`src/rtl/puf_pkg.sv`:
```
// Shared state encoding, width helper and default parameters for the PUF challenge sequencer.
package puf_pkg;

  typedef enum logic [2:0] {
    StIdle    = 3'd0,
    StCreate  = 3'd1,
    StCapture = 3'd2,
    StSettle  = 3'd3,
    StEmit    = 3'd4,
    StDone    = 3'd5
  } state_e;

  localparam int unsigned DefDataW         = 32;
  localparam int unsigned DefAddrW         = 10;
  localparam int unsigned DefNumChal       = 4;
  localparam int unsigned DefAddrStep      = 1;
  localparam int unsigned DefRepeat        = 5;
  localparam int unsigned DefSettleCycles  = 150_000_000;
  localparam int unsigned DefTimeoutCycles = 1024;

  // Bits needed to count 0..n-1, never less than one.
  function automatic int unsigned width_of(input int unsigned n);
    return (n <= 1) ? 1 : $clog2(n);
  endfunction

endpackage

```
`src/rtl/puf_bit_accum.sv`:
```
// Per-bit one-counters over the repeats of a challenge, with majority and instability decode.
module puf_bit_accum
  import puf_pkg::*;
#(
  parameter int unsigned DATA_W = DefDataW,
  parameter int unsigned REPEAT = DefRepeat
) (
  input  logic              clk_i,
  input  logic              rst_i,
  input  logic              clr_i,
  input  logic              acc_i,
  input  logic [DATA_W-1:0] word_i,
  output logic [DATA_W-1:0] maj_o,
  output logic [DATA_W-1:0] unstable_o
);

  localparam int unsigned CntW = width_of(REPEAT + 1);

  logic [CntW-1:0] cnt_q [DATA_W];

  always_ff @(posedge clk_i or posedge rst_i) begin
    if (rst_i) begin
      for (int j = 0; j < DATA_W; j++) cnt_q[j] <= '0;
    end else if (clr_i) begin
      for (int j = 0; j < DATA_W; j++) cnt_q[j] <= '0;
    end else if (acc_i) begin
      for (int j = 0; j < DATA_W; j++) cnt_q[j] <= cnt_q[j] + CntW'(word_i[j]);
    end
  end

  // Strict majority: an even-REPEAT tie resolves to 0.
  always_comb begin
    maj_o      = '0;
    unstable_o = '0;
    for (int j = 0; j < DATA_W; j++) begin
      maj_o[j]      = {cnt_q[j], 1'b0} > (CntW + 1)'(REPEAT);
      unstable_o[j] = (cnt_q[j] != '0) && (cnt_q[j] != CntW'(REPEAT));
    end
  end

endmodule

```
`src/rtl/puf_seq_ctrl.sv`:
```
// Multi-challenge PUF sequencer: drives rwc_ctrl for NUM_CHAL challenges x REPEAT collisions
// and streams one majority/instability result per challenge.
module puf_seq_ctrl
  import puf_pkg::*;
#(
  parameter int unsigned DATA_W         = DefDataW,
  parameter int unsigned ADDR_W         = DefAddrW,
  parameter int unsigned NUM_CHAL       = DefNumChal,
  parameter int unsigned ADDR_STEP      = DefAddrStep,
  parameter int unsigned REPEAT         = DefRepeat,
  parameter int unsigned SETTLE_CYCLES  = DefSettleCycles,
  parameter int unsigned TIMEOUT_CYCLES = DefTimeoutCycles
) (
  input  logic                              clk,
  input  logic                              rst,
  input  logic                              start,
  input  logic                              rsp_sel,
  input  logic [DATA_W-1:0]                 cha_data_in,
  input  logic [ADDR_W-1:0]                 base_addr,
  output logic                              gen_enable,
  output logic [DATA_W-1:0]                 cha_data,
  output logic [ADDR_W-1:0]                 cha_addr,
  input  logic                              available,
  input  logic [DATA_W-1:0]                 rsp_write,
  input  logic [DATA_W-1:0]                 rsp_clean,
  output logic                              res_valid,
  input  logic                              res_ready,
  output logic [width_of(NUM_CHAL)-1:0]     res_index,
  output logic [DATA_W-1:0]                 res_data,
  output logic [DATA_W-1:0]                 res_unstable,
  output logic                              res_err,
  output logic                              busy,
  output logic                              done,
  output logic [2:0]                        state
);

  localparam int unsigned IdxW  = width_of(NUM_CHAL);
  localparam int unsigned RepW  = width_of(REPEAT + 1);
  localparam int unsigned TcntW = width_of(TIMEOUT_CYCLES);
  localparam int unsigned ScntW = width_of(SETTLE_CYCLES);

  state_e            state_q;
  logic              gen_q, valid_q, done_q, busy_q, err_q, sel_q, res_err_q;
  logic [IdxW-1:0]   idx_q;
  logic [RepW-1:0]   rep_q;
  logic [TcntW-1:0]  tcnt_q;
  logic [ScntW-1:0]  scnt_q;
  logic [DATA_W-1:0] data_q, res_data_q, res_unst_q;
  logic [ADDR_W-1:0] addr_q;

  logic              acc_clr, acc_en;
  logic [DATA_W-1:0] rsp_word, maj, unst;

  assign rsp_word = sel_q ? rsp_clean : rsp_write;
  assign acc_en   = (state_q == StCapture);
  assign acc_clr  = ((state_q == StIdle) && start) || ((state_q == StEmit) && res_ready);

  puf_bit_accum #(
    .DATA_W (DATA_W),
    .REPEAT (REPEAT)
  ) u_accum (
    .clk_i      (clk),
    .rst_i      (rst),
    .clr_i      (acc_clr),
    .acc_i      (acc_en),
    .word_i     (rsp_word),
    .maj_o      (maj),
    .unstable_o (unst)
  );

  always_ff @(posedge clk or posedge rst) begin
    if (rst) begin
      state_q    <= StIdle;
      gen_q      <= 1'b0;
      valid_q    <= 1'b0;
      done_q     <= 1'b0;
      busy_q     <= 1'b0;
      err_q      <= 1'b0;
      sel_q      <= 1'b0;
      res_err_q  <= 1'b0;
      idx_q      <= '0;
      rep_q      <= '0;
      tcnt_q     <= '0;
      scnt_q     <= '0;
      data_q     <= '0;
      addr_q     <= '0;
      res_data_q <= '0;
      res_unst_q <= '0;
    end else begin
      done_q <= 1'b0;
      unique case (state_q)
        StIdle: begin
          if (start) begin
            data_q  <= cha_data_in;
            addr_q  <= base_addr;
            sel_q   <= rsp_sel;
            idx_q   <= '0;
            rep_q   <= '0;
            err_q   <= 1'b0;
            tcnt_q  <= '0;
            gen_q   <= 1'b1;
            busy_q  <= 1'b1;
            state_q <= StCreate;
          end
        end
        StCreate: begin
          tcnt_q <= tcnt_q + TcntW'(1);
          if (available) begin
            gen_q   <= 1'b0;
            state_q <= StCapture;
          end else if (tcnt_q == TcntW'(TIMEOUT_CYCLES - 1)) begin
            // Remaining repeats are skipped; the result is flagged rather than partial.
            err_q      <= 1'b1;
            gen_q      <= 1'b0;
            valid_q    <= 1'b1;
            res_data_q <= '0;
            res_unst_q <= '1;
            res_err_q  <= 1'b1;
            state_q    <= StEmit;
          end
        end
        StCapture: begin
          rep_q   <= rep_q + RepW'(1);
          scnt_q  <= '0;
          state_q <= StSettle;
        end
        StSettle: begin
          if (scnt_q == ScntW'(SETTLE_CYCLES - 1)) begin
            if (rep_q < RepW'(REPEAT)) begin
              tcnt_q  <= '0;
              gen_q   <= 1'b1;
              state_q <= StCreate;
            end else begin
              valid_q    <= 1'b1;
              res_data_q <= maj;
              res_unst_q <= unst;
              res_err_q  <= 1'b0;
              state_q    <= StEmit;
            end
          end else begin
            scnt_q <= scnt_q + ScntW'(1);
          end
        end
        StEmit: begin
          if (res_ready) begin
            valid_q    <= 1'b0;
            res_data_q <= '0;
            res_unst_q <= '0;
            res_err_q  <= 1'b0;
            if (idx_q == IdxW'(NUM_CHAL - 1)) begin
              done_q  <= 1'b1;
              state_q <= StDone;
            end else begin
              idx_q   <= idx_q + IdxW'(1);
              addr_q  <= addr_q + ADDR_W'(ADDR_STEP);
              rep_q   <= '0;
              err_q   <= 1'b0;
              tcnt_q  <= '0;
              gen_q   <= 1'b1;
              state_q <= StCreate;
            end
          end
        end
        StDone: begin
          busy_q  <= 1'b0;
          state_q <= StIdle;
        end
        default: begin
          gen_q   <= 1'b0;
          valid_q <= 1'b0;
          busy_q  <= 1'b0;
          state_q <= StIdle;
        end
      endcase
    end
  end

  assign gen_enable   = gen_q;
  assign cha_data     = data_q;
  assign cha_addr     = addr_q;
  assign res_valid    = valid_q;
  assign res_index    = idx_q;
  assign res_data     = res_data_q;
  assign res_unstable = res_unst_q;
  assign res_err      = res_err_q;
  assign busy         = busy_q;
  assign done         = done_q;
  assign state        = state_q;

endmodule

```
`config.mk`:
```
export PLATFORM = sky130hd
export DESIGN_NAME = puf_seq_ctrl
export DESIGN_NICKNAME = d
export VERILOG_FILES = /design/src/rtl/puf_pkg.sv /design/src/rtl/puf_bit_accum.sv /design/src/rtl/puf_seq_ctrl.sv
export SDC_FILE = /design/constraint.sdc
export NUM_CORES = 1
export LEC_CHECK = 0
export CORE_UTILIZATION = 30
export CTS_CLUSTER_SIZE = 30
export DETAILED_ROUTE_END_ITERATION = 7
export GPL_TIMING_DRIVEN = 0
export HOLD_SLACK_MARGIN = 0.05
export PLACE_DENSITY = 0.53
export SETUP_SLACK_MARGIN = 0.5
export SYNTH_ARGS = -nofsm -noshare
export SYNTH_HDL_FRONTEND = slang
export SYNTH_SLANG_ARGS = --single-unit
```
`constraint.sdc`:
```
create_clock -name clk -period 17 [get_ports clk]
set_input_delay 1.7 -clock clk [delete_from_list [all_inputs] [get_ports clk]]
set_output_delay 1.7 -clock clk [all_outputs]
set_load 0.05 [all_outputs]
```
# After elaboration in Yosys (flattened, before gate mapping)
# Cells that the tools add are included.
[word_totals]
mem_bits_ro = 0
n_memories = 0
word_cells = 320
ramBits = 0
latchBits = 0
input_bits = 112
regBits = 254
[classes]
n_shift = 0
multipliers = 0
eq_ne = 50
div_mod_pow = 0
n_mux = 63
add_sub_neg = 37
order_cmp = 33
bitwise = 3
n_reduce_logical = 87
[op_table]
columns = ["op", "n"]
rows = [
  ["$mux W32", 10],
  ["$mux W96", 2],
  ["$pmux W32 S3", 2],
  ["$gt A4 B3 Y1 const B", 32],
  ["$reduce_bool A3 Y1", 34],
  ["$ne A3 B3 Y1 const B", 33],
  ["$add A3 B1 Y3", 32],
  ["$mux W10", 8],
  ["$pmux W28 S2", 1],
  ["$pmux W10 S4", 1],
  ["$logic_and A1 B1 Y1", 34],
  ["$mux W3", 10],
  ["$add A28 B1 Y28 const B", 1],
  ["$eq A28 B28 Y1 const B", 1],
  ["$mux W28", 1],
  ["$add A10 B1 Y10 const B", 2],
  ["$pmux W10 S2", 1],
  ["$ne A2 B2 Y1 const B", 9],
  ["$reduce_and A6 Y1", 3],
  ["$mux W1", 17],
  ["$pmux W3 S5", 1],
  ["$reduce_and A4 Y1", 3],
  ["$eq A10 B10 Y1 const B", 1],
  ["$pmux W3 S3", 1],
  ["other kinds (23)", 33],
]

# Longest topological paths before layout
[logic_depth]
word_depth = 5
mapped_depth = 9
depth_no_buf = 6

# Cells and area by module
# Synthesis repeated with hierarchy kept, for this count alone.
[unflattened]
hier_cells = 1274
area_unflattened_um2 = 13579.3
[modules_own_cells]
columns = ["module", "n_inst", "area_each_um2", "cells_per_inst"]
rows = [
  ["puf_seq_ctrl", 1, 7861.3, 768],
  ["puf_bit_accum", 1, 5718.0, 506],
]

# Worst setup path before layout
# OpenSTA, ideal clock, no wires.
[synth_timing]
path_type = "input-to-reg"
from = "input res_ready"
to = "register res_data_q[0], in the netlist res_data[0]"
arrival_ns = 2.804
slack_ns = 14.071
required_time_ns = 16.875
path_stages = 6
path_cell_list = "a2bb2oi_1 o21a_1 o311a_2 buf_8 buf_12 mux2_4"
[synth_between]
elab_chain_cells = 2
[synth_lines]
columns = ["item", "line", "source"]
rows = [
  ["start: declaration", "puf_seq_ctrl.sv:27", "input logic res_ready,"],
  ["$ne A2 B2 Y1 (no source line)", "n/a", ""],
  ["$reduce_and A6 Y1 (no source line)", "n/a", ""],
  ["end signal: assignment", "puf_seq_ctrl.sv:135", "res_data_q <= maj;"],
  ["end: declaration", "puf_seq_ctrl.sv:48", "logic [DATA_W-1:0] data_q, res_data_q, res_unst_q;"],
]
# Every way passes these cells.
# A chain may end at the register's enable or synchronous reset.

# Worst setup path in the final report
[layout_timing]
from = "input res_ready"
to = "register u_accum.cnt_q[20] (netlist bit)"
[layout_between]
elab_chain_cells = 3
elab_cells_between_ends = 4
classes_between = "mux: 1; reduce/logical: 3"
[layout_lines]
columns = ["item", "line", "source"]
rows = [
  ["$logic_and A1 B1 Y1 *", "puf_seq_ctrl.sv:56", "assign acc_clr = ((state_q == StIdle) && start) || ((state_q == StEmit) && res_ready);"],
  ["$logic_or A1 B1 Y1 *", "puf_seq_ctrl.sv:56", ""],
  ["$mux W96 or $reduce_bool A2 Y1 (tied branches)", "n/a", ""],
  ["end: declaration", "puf_bit_accum.sv:19", "logic [CntW-1:0] cnt_q [DATA_W];"],
]
# Mark *: on every way between the ends. The rest lies on a longest branch, timed or not.

==> summary.md <==
| Metric | Value |
|---|---|
| TNS Setup | 0 ns |
| Post-CTS Resized | 0 |
| IO buf count | 227 |
| Cell repeated most along the worst path | nor2_1 |
| Critical Path Fanout Max | 10 |
| Drt pass-1 iters | 5 |
| CP bufs+invs | 3 |
| Layout area overhead | 31.2% |
| Initial antenna violation count | 0 |
| Dpl cells | 2084 |
| Register area | 6360 um2 |
| Slew headroom | 6.60% |
| Largest family of logic cells by synthesized area | simple AND/OR/NAND/NOR gates |
| P per Cell Area | 191 nW/um2 |
| Crit path kind | primary input to flip-flop |
| Gpl congestion | 0.814 |
| Cells after synthesis | 1270 |
| CTS Buf Count | 34 |
| Filler cells | 4331 |
| Simple-Gate Fraction of Synth Area | 15.4% |
| Endpoints failing hold | 0 |
| Total congestion overflow | 0 |
| Post-CTS Hold Buffers | 0 |
| CTS tree | built |
| Lkg Pwr | 7.59 nW |
| Status | finished, final reports clean |
| Initial core utilization | 30.5% |
| Row cnt | 76 |
| Nature of the critical path endpoint | flip-flop |
| Routed via count | 10100 |
| Synth warn | 0 |
| Synth Area in Compound Gates | 8.30% |
| R2R Path End | u_accum.cnt_q[11] |
| Initial DRC Count | 463 |
| Final WL | 37400 um |
| Core ar. | 43200 um2 |
| Detail Route Antenna Nets | 0 |
| CP startpoint kind | primary input |
| Adder-cell share of the synthesized area | 6.55% |
| Area of the multi-input gates | 6390 um2 |
| Post-synth EDFFs | 0 |
| Tmin final | 4.03 ns |
| Clock-pin slew on the worst setup and hold paths | 0.05 ns |
| Period utilization | 23.7% |
| Mux contribution to synthesized area | 12.8% |
| Reg2Reg Depth | 8 |
| Die height | 212 um |
| Crit path max-delay family | buffers and inverters |
| R2R Path Start | sel_q |
| R2r setup slk | 13.87 ns |
| Total power | 3.30 mW |
| Crit path max-delay cell type | nor2_1 |
| Library cells used by synthesis | 63 |
| Hold Crit Class | flip-flop to flip-flop |
| Arr. time, crit path | 4.40 ns |
| Main flop type after synthesis | dfrtp_1 |
| CP cell instances | clkdlybuf4s50_1 > mux2i_1 > nor2_1 > clkbuf_1 > buf_1 > nor2_1 |
| Synthesized area per cell | 10.4 um2 |
| First-pass GRT wire length | 58600 um |
| Syn Nets | 1451 |
| Worst clock skew | 0.0286 ns |
| WHS Path Cells | 1 |
| Slew @ Worst Pin | 1.40 ns |
| Maximum vdd drop | 0.122 mV |
| Dpl hpwl | 25900 um |
| Clock Latency Late Sink | 0.53 ns |
| Synthesized area | 13200 um2 |
| FFs w/ async S/R, synth | 100% |
| WL/cell | 17.5 um |
| Slowest cell delay on critical path | 0.71 ns |
| Maximum clock frequency | 0.248 GHz |
| Layout cell share with drive strength beyond 1 | 13.8% |
| Die width | 212 um |
| Clk root buf | clkbuf_16 |
| Hold endpoint | busy |
| Setup Buffers After CTS | 0 |
| Maxcap violations | 0 |
| Clock Sinks | 254 |
| H-tree Lvls | 2 |
| Die ar. | 44800 um2 |
| GRT Overall Usage | 17.0% |
| Worst path required time | 17.36 ns |
| Setup violations, final | 0 |
| Residual DRC | 0 |
| CTS max path bufs | 3 |
| Vias in the first global route | 10200 |
| Slew Limit Fails | 0 |
| Routed vias/inst | 4.74 |
| Final nets | 1716 |
| # diodes | 0 |
| Sequential share of the synthesized area | 48.2% |
| Seq cells post-synth | 254 |
| Post-Synth XOR/XNOR Area | 5.45% |
| Pin count of the biggest net entering global routing | 104 |
| Top-Level Pins | 228 |
| RSZ-0062 raised after global routing | false |
| Final cell count without fillers | 2137 |
| Min-delay src | busy |
-- area by class of cell --
cell class                      count  area share, %
Buffer                             69           2.27
Clock buffer                       50           5.91
Clock inverter                      3          0.145
Inverter                           11          0.282
Multi-Input combinational cell    936           36.9
Sequential cell                   254           36.8
Tap cell                          585           4.23
Timing Repair Buffer              229           13.5
-- state kept, by name, indices dropped and copies added, names as in the netlist --
| signal | flops |
|---|---|
| busy | 1 |
| cha_addr | 10 |
| cha_data | 32 |
| done | 1 |
| gen_enable | 1 |
| rep_q | 3 |
| res_data | 32 |
| res_err | 1 |
| res_index | 2 |
| res_unstable | 32 |
| res_valid | 1 |
| scnt_q | 28 |
| sel_q | 1 |
| state | 3 |
| tcnt_q | 10 |
| u_accum.cnt_q | 96 |
-- layout by cell type (no fill, tap or decap), drive strengths merged, types with 22 or more instances in the layout --
master	n
dfrtp	254
clkdlybuf4s50	227
nand2	200
nor2	131
mux2	129
a21oi	122
clkbuf	97
xor2	69
ha	69
nor3	41
o21ai	30
buf	24
nand3	22
-- where the power goes --
part | switching, mW | leakage, nW | internal (mW) | total (mW)
logic | 0.983 | 3.80 | 0.602 | 1.59
clock network | 0.271 | 0.512 | 0.413 | 0.684
registers | 0.203 | 3.27 | 0.829 | 1.03
total | 1.46 | 7.59 | 1.84 | 3.30
-- per-layer routing --
layer  vias up  routed length [um]  share of wire [%]  track usage (%)
li1       4927                   -                  -                -
met1      4912               17600                 47             23.5
met2       247               16800                 45             26.2
met3        52                2210                5.9             3.80
met4         0                 839                2.2             5.47
met5         -                   0                  0                0
-- how the worst max path moves through the flow --
stage	depth (start not counted)	start	to	slack, ns
4_1_cts	6	res_ready	u_accum.cnt_q[20]	12.91
3_3_place_gp	2	rst	res_unstable[20]	4.41
2_1_floorplan	1	rst	busy	8.31
5_1_grt	6	res_ready	u_accum.cnt_q[20]	12.74
3_5_place_dp	6	res_ready	u_accum.cnt_q[35]	12.36
6_report	6	res_ready	u_accum.cnt_q[20]	12.97
-- logic make-up after synthesis --
group / after synthesis
compound gates: 194
xor+xnor: 82
fa+ha+maj: 69
buf+inv: 80
flops: 254
mux: 134
simple gates: 457
-- Yosys cell counts (all sizes together), types with 2 or more instances --
cell type  number  share of area (%)
a21oi         122                4.6
a2bb2oi         2               0.13
a31o            2               0.13
a31oi           8               0.38
and2            4               0.19
and3           11               0.52
and4            6               0.40
buf            22                1.6
clkbuf         47                1.3
dfrtp         254                 48
ha             69                6.6
inv            10               0.28
mux2          129                 12
mux2i           5               0.38
nand2         200                5.7
nand2b          2              0.095
nand3          22               0.84
nand4          13               0.62
nor2          131                3.8
nor3           41                1.6
nor3b           3               0.21
nor4            7               0.43
nor4b           2               0.18
o211ai          3               0.17
o21a            3               0.17
o21ai          30                1.2
o22ai           3               0.14
o311ai          3               0.20
o31ai           6               0.34
or2             3               0.14
or3             5               0.24
or3b            3               0.22
or4             3               0.17
xnor2          13               0.86
xor2           69                4.6
-- per-stage QoR --
| step | hold slack [ns] | setup WS [ns] | util [%] | cell area [um2] |
|---|---|---|---|---|
| after detailed placement | 0.469 | 12.36 | 37.6 | 16200 |
| after floorplan | 0.450 | 8.31 | - | 13200 |
| final | 0.479 | 12.97 | 40.1 | 17300 |
| after global routing | 0.514 | 12.74 | 40.1 | 17300 |
| after global placement | 0.462 | 4.41 | 37.5 | 16200 |
| after CTS | 0.483 | 12.91 | 40.1 | 17300 |
No activity file was read; power rests on OpenSTA's default activity.
